### src/rtl/id_ex_operand_stage.sv
// id_ex_operand_stage
// ID/EX pipeline slot feeding the ALU. Holds one decoded instruction, resolves
// its source operands through EX/MEM and MEM/WB forwarding every cycle, and
// blocks decode on load-use hazards.
//
// Handshake (both sides): a transfer happens on a rising clk edge where
// valid & ready are both high. Producers keep valid and payload stable
// until the transfer. in_ready is combinational:
//   in_ready = ~flush & ~hazard & (~out_valid | out_ready)
// so a simultaneous transfer-out and transfer-in reloads the slot with no
// bubble.
//
// Optional build macro: IDEX_PERF_CNT_EN adds perf_stall_cnt and
// perf_flush_cnt (32-bit, wrapping) output ports.
module id_ex_operand_stage #(
  parameter int XLEN    = 32,
  parameter int REGADDR = 5
) (
  input  logic               clk,
  input  logic               reset,
  input  logic               flush,
  // decode side
  input  logic               in_valid,
  output logic               in_ready,
  input  logic [XLEN-1:0]    in_rs1_data,
  input  logic [XLEN-1:0]    in_rs2_data,
  input  logic [XLEN-1:0]    in_imm,
  input  logic [REGADDR-1:0] in_rs1,
  input  logic [REGADDR-1:0] in_rs2,
  input  logic               in_use_rs1,
  input  logic               in_use_rs2,
  input  logic [REGADDR-1:0] in_rd,
  input  logic               in_alu_src,
  input  logic [3:0]         in_alu_control,
  input  logic               in_reg_write,
  input  logic               in_mem_read,
  input  logic               in_mem_write,
  input  logic               in_branch,
  // forwarding sources
  input  logic               exmem_reg_write,
  input  logic               exmem_mem_read,
  input  logic [REGADDR-1:0] exmem_rd,
  input  logic [XLEN-1:0]    exmem_result,
  input  logic               memwb_reg_write,
  input  logic [REGADDR-1:0] memwb_rd,
  input  logic [XLEN-1:0]    memwb_result,
  // execute side
  output logic               out_valid,
  input  logic               out_ready,
  output logic [XLEN-1:0]    alu_a,
  output logic [XLEN-1:0]    alu_b,
  output logic [3:0]         alu_control,
  output logic [XLEN-1:0]    store_data,
  output logic [REGADDR-1:0] rd,
  output logic               reg_write,
  output logic               mem_read,
  output logic               mem_write,
  output logic               branch
`ifdef IDEX_PERF_CNT_EN
  ,
  output logic [31:0]        perf_stall_cnt,
  output logic [31:0]        perf_flush_cnt
`endif
);

  // Slot contents that are not directly visible as outputs
  logic [XLEN-1:0]    rs1_val;
  logic [XLEN-1:0]    rs2_val;
  logic [XLEN-1:0]    imm;
  logic [REGADDR-1:0] rs1;
  logic [REGADDR-1:0] rs2;
  logic               alu_src;

  logic [XLEN-1:0]    fwd_rs1;
  logic [XLEN-1:0]    fwd_rs2;
  logic               hazard;
  logic               haz_rs1;
  logic               haz_rs2;
  logic               take_in;
  logic               take_out;

  // Per-source forwarding: EX/MEM beats MEM/WB beats the slot's own value; x0 never forwards
  always_comb begin
    fwd_rs1 = rs1_val;
    if (exmem_reg_write && (exmem_rd != '0) && (exmem_rd == rs1))
      fwd_rs1 = exmem_result;
    else if (memwb_reg_write && (memwb_rd != '0) && (memwb_rd == rs1))
      fwd_rs1 = memwb_result;

    fwd_rs2 = rs2_val;
    if (exmem_reg_write && (exmem_rd != '0) && (exmem_rd == rs2))
      fwd_rs2 = exmem_result;
    else if (memwb_reg_write && (memwb_rd != '0) && (memwb_rd == rs2))
      fwd_rs2 = memwb_result;
  end

  // Load-use detection: a used source waits on a load still in this slot or in EX/MEM
  always_comb begin
    haz_rs1 = in_use_rs1 && (in_rs1 != '0) &&
              ((out_valid && mem_read && (rd == in_rs1)) ||
               (exmem_mem_read && (exmem_rd == in_rs1)));
    haz_rs2 = in_use_rs2 && (in_rs2 != '0) &&
              ((out_valid && mem_read && (rd == in_rs2)) ||
               (exmem_mem_read && (exmem_rd == in_rs2)));
    hazard  = in_valid && (haz_rs1 || haz_rs2);
  end

  // Handshake decode and ALU operand muxing
  always_comb begin
    in_ready   = ~flush & ~hazard & (~out_valid | out_ready);
    take_in    = in_valid & in_ready;
    take_out   = out_valid & out_ready;
    alu_a      = fwd_rs1;
    alu_b      = alu_src ? imm : fwd_rs2;
    store_data = fwd_rs2;
  end

  // Slot register: reset/flush clear, capture on transfer-in, drain on transfer-out, refresh operands while held
  always_ff @(posedge clk) begin
    if (reset || flush) begin
      out_valid   <= 1'b0;
      rs1_val     <= '0;
      rs2_val     <= '0;
      imm         <= '0;
      rs1         <= '0;
      rs2         <= '0;
      alu_src     <= 1'b0;
      alu_control <= 4'b0000;
      rd          <= '0;
      reg_write   <= 1'b0;
      mem_read    <= 1'b0;
      mem_write   <= 1'b0;
      branch      <= 1'b0;
    end else if (take_in) begin
      out_valid   <= 1'b1;
      rs1_val     <= in_rs1_data;
      rs2_val     <= in_rs2_data;
      imm         <= in_imm;
      rs1         <= in_rs1;
      rs2         <= in_rs2;
      alu_src     <= in_alu_src;
      alu_control <= in_alu_control;
      rd          <= in_rd;
      reg_write   <= in_reg_write;
      mem_read    <= in_mem_read;
      mem_write   <= in_mem_write;
      branch      <= in_branch;
    end else if (take_out) begin
      out_valid   <= 1'b0;
    end else if (out_valid) begin
      // Held: latch the forwarded values so they outlive the producer's retirement
      rs1_val     <= fwd_rs1;
      rs2_val     <= fwd_rs2;
    end
  end

`ifdef IDEX_PERF_CNT_EN
  // Performance counters: stalled-offer cycles and flushes that killed a live instruction
  always_ff @(posedge clk) begin
    if (reset) begin
      perf_stall_cnt <= '0;
      perf_flush_cnt <= '0;
    end else begin
      if (hazard && in_valid)
        perf_stall_cnt <= perf_stall_cnt + 32'd1;
      if (flush && out_valid)
        perf_flush_cnt <= perf_flush_cnt + 32'd1;
    end
  end
`endif

endmodule
### config.mk
export PLATFORM = sky130hd
export DESIGN_NAME = id_ex_operand_stage
export DESIGN_NICKNAME = d
export VERILOG_FILES = /design/src/rtl/id_ex_operand_stage.sv
export SDC_FILE = /design/constraint.sdc
export NUM_CORES = 1
export LEC_CHECK = 0
export CAP_MARGIN = 5
export CELL_PAD_IN_SITES_DETAIL_PLACEMENT = 0
export CELL_PAD_IN_SITES_GLOBAL_PLACEMENT = 1
export CORE_MARGIN = 3
export CORE_UTILIZATION = 31
export CTS_BUF_LIST = sky130_fd_sc_hd__clkbuf_16
export CTS_CLUSTER_SIZE = 20
export DETAILED_ROUTE_END_ITERATION = 7
export PLACE_DENSITY = 0.79
export SLEW_MARGIN = 25
export SYNTH_ARGS = -nofsm -noshare
export SYNTH_HDL_FRONTEND = slang
export SYNTH_SLANG_ARGS = --single-unit
### constraint.sdc
create_clock -name clk -period 3.4 [get_ports clk]
set_input_delay 0.68 -clock clk [delete_from_list [all_inputs] [get_ports clk]]
set_output_delay 0.68 -clock clk [all_outputs]
set_load 0.01 [all_outputs]
==> results.yml <==
worst_setup_path:
  crit_chain: "buf_6, or4_4, o211ai_4, or2_4, buf_4, buf_8, a31oi_4, buf_6, buf_6, buf_6, mux2_4, buf_6"
  worstSetupStartpointType: "input port"
  critPathArrivalTime_ns: 2.84
  crit_top_cell: "buf_6"
  crit_slowest_cell: "or4_4"
  slowest_delay_ns: 0.56
  worst-setup-path-type: "in -> out"
  crit_path_end_kind: "output port"
  worstPathRequired_ns: 2.72
  crit_fanout: 5
sta:
  rsz0062_at_grt: "yes"
  fmax_ghz: 0.2844
  hold_slack_ns: 0.4549
  totalNegativeSetupSlack_ns: -0.1993
  drv_slew: 0
  setup_viol: 3
  relSlewSlack: 0.4435
  min_period_ns: 3.516
  finalHoldViolCount: 0
  fin_ws_ns: -0.1158
  period_share: 1.034
  worst_pin_slew_ns: 0.8347
  fin_skew_ns: 0.02666
synthesis:
  synth_area_per_cell_um2: 7.608
  yosys_warnings: 0
  syn-cell-area_um2: 8155
  synth_top_area_share: 0.2970
  synthCells: 1072
  synth_top_area_cell: "dfxtp_1"
  ys_seq_elements: 121
  synth_area_leaders: "dfxtp_1, nand2_1, a31oi_4, a31oi_1, o31ai_1"
  synth_seq_area_share: 0.2970
  yosysUniqueCellTypes: 39
  syn-num-nets: 1276
detailed_routing:
  drt-total-wl_um: 38810
  highest_layer: "met5"
  ant_nets: 0
  wl_met2_um: 19430
  vias_per_cell: 5.476
  drc_errors: 0
  m1WireLength_um: 15530
  wl_per_cell_um: 21.14
  drt_iter0_drc: 773
  firstDrtPassIters: 5
  dr_total_vias: 10050
  wl_met3_um: 2739
job:
  maxCapViolations: 0
placement:
  dp_hpwl_um: 26550
  pre_cts_ws_ns: -0.8550
  portBuffers: 314
  gp_congestion: 0.8926
outcome:
  failed_checks: "negative setup slack"
  status: "finished, violations left"
hold_path:
  min_path_type: "reg -> reg"
clock_tree:
  clk_latency_ns: 0.44
  cts_root_buf: "clkbuf_16"
  cts_tree: "built"
  postCtsHoldBufs: 0
  htreeDepth: 4
  numCtsBuffers: 17
  clockBufferDepth: 2
  clock-sinks: 121
  clk_pin_slew_ns: 0.06
cells_and_area:
  area_growth_pct: 75.13
  utilization: 0.5591
  fillCellCount: 2335
  drive_gt1_frac: 0.3112
  register_area_um2: 2427
  multiInputGateArea_um2: 5648
  mostFrequentLayoutCells: "clkdlybuf4s50_1, nand2_1, buf_4"
  nNetsFinal: 1695
  layout_commonest_cell: "clkdlybuf4s50_1"
global_routing:
  grt_pass1_wl_um: 57790
  track_usage: 0.2593
  antenna_found_initial: 4
  grt_pass1_vias: 10130
  grt_overflow_total: 0
  grt_max_degree: 101
floorplan:
  die-width_um: 168.2
  coreArea_um2: 25540
  pin_count: 315
  start_util: 0.3193
  die_y_um: 168.2
  fp.dieArea_um2: 28290
  rows: 58
pwr:
  power.leakage_nw: 5.287
  powerDensity_nw_per_um2: 319.6
  p_total_mw: 4.564
  ir_drop_uv: 304.0
stage by stage:
stage	instance area (µm²)	instances
3_3_place_gp	12680	1749
6_report	14280	1836
5_1_grt	14280	1835
3_5_place_dp	12680	1749
4_1_cts	13970	1814
2_1_floorplan	8155	1072
sequential cells by signal (all words and copies together) (netlist names), 4 cells and up:
| name | cells |
|---|---|
| rs2 | 5 |
| imm | 32 |
| alu_control | 4 |
| rs1 | 5 |
| rs2_val | 32 |
| rd | 5 |
| rs1_val | 32 |
worst paths after layout:
kind | startpoint | endpoint | slack, ns | cells after the start
worst max-delay path | exmem_rd[4] | alu_b[15] | -0.12 | 12
worst min-delay path | imm[10] | imm[10] | 0.45 | 2
worst max register to register | rs2[3] | rs2_val[20] | 0.93 | 10
worst min register to register | imm[10] | imm[10] | 0.45 | 2
metal layers:
layer,track usage,up-vias
met5,0,-
met3,0.05893,64
met1,0.3105,4765
met4,0.09072,4
li1,-,4788
met2,0.4561,433
Yosys cell counts:
master and instances:
a21oi_1 1, nor2_1 5, o211ai_4 1, nand2_1 186, nor2b_1 1, clkbuf_1 86
o31ai_1 63, buf_4 1, a31oi_1 97, nand2b_1 1, a21boi_1 1, xor2_1 23
a21bo_2 1, or2_1 2, nor4_1 6, dfxtp_1 121, nor3b_1 1, or3_1 2
o221ai_2 1, a211oi_1 1, o21ai_1 59, a31oi_4 30, mux2_2 32, o21ai_0 63
nor3_1 64, xnor2_1 17, a32oi_1 2, buf_2 25, o31a_1 2, or4_4 1
nand4_1 34, o22ai_1 1, o211ai_2 1, buf_12 3, or2_2 2, buf_1 12
or4_1 33, nand3_1 57, inv_1 33
power breakdown:
part	switching, mW	internal [mW]
combinational	0.589	0.634
clock	0.815	1.03
sequential	0.0325	1.46
kinds of logic (layout without fill, tap and decap cells):
family | after synthesis | after routing | synth area share
flops | 121 | 121 | 0.2970
xor+xnor | 40 | 40 | 0.04296
other cells | 0 | 2 | 0
buf+inv | 160 | 592 | 0.08392
mux | 32 | 32 | 0.04419
simple gates | 395 | 395 | 0.2317
compound gates | 324 | 324 | 0.3002
critical path: cells and delay by family:
kind	cells	cell delay (ns)
buffers and inverters	7	0.81
and+or+nand+nor	2	0.76
muxes	1	0.26
AOI/OAI and AO/OA	2	0.31
what timing repair did:
item | in CTS | in global routing
setup buffers | 28 | 18
resized for setup | 270 | 142
gates cloned | 6 | 3
endpoints found under the setup margin | 97 | 42
pin swaps | 20 | 28
layout make-up:
type	count	area share
diodes	2	0.0003504
clock buffers	17	0.02979
clock inverters	15	0.01069
inverters	33	0.008673
multi-input cells	791	0.3954
flip-flops and latches	121	0.1700
well taps	330	0.02891
repair buffers	527	0.3562
Power figures use the tool's default switching activity.
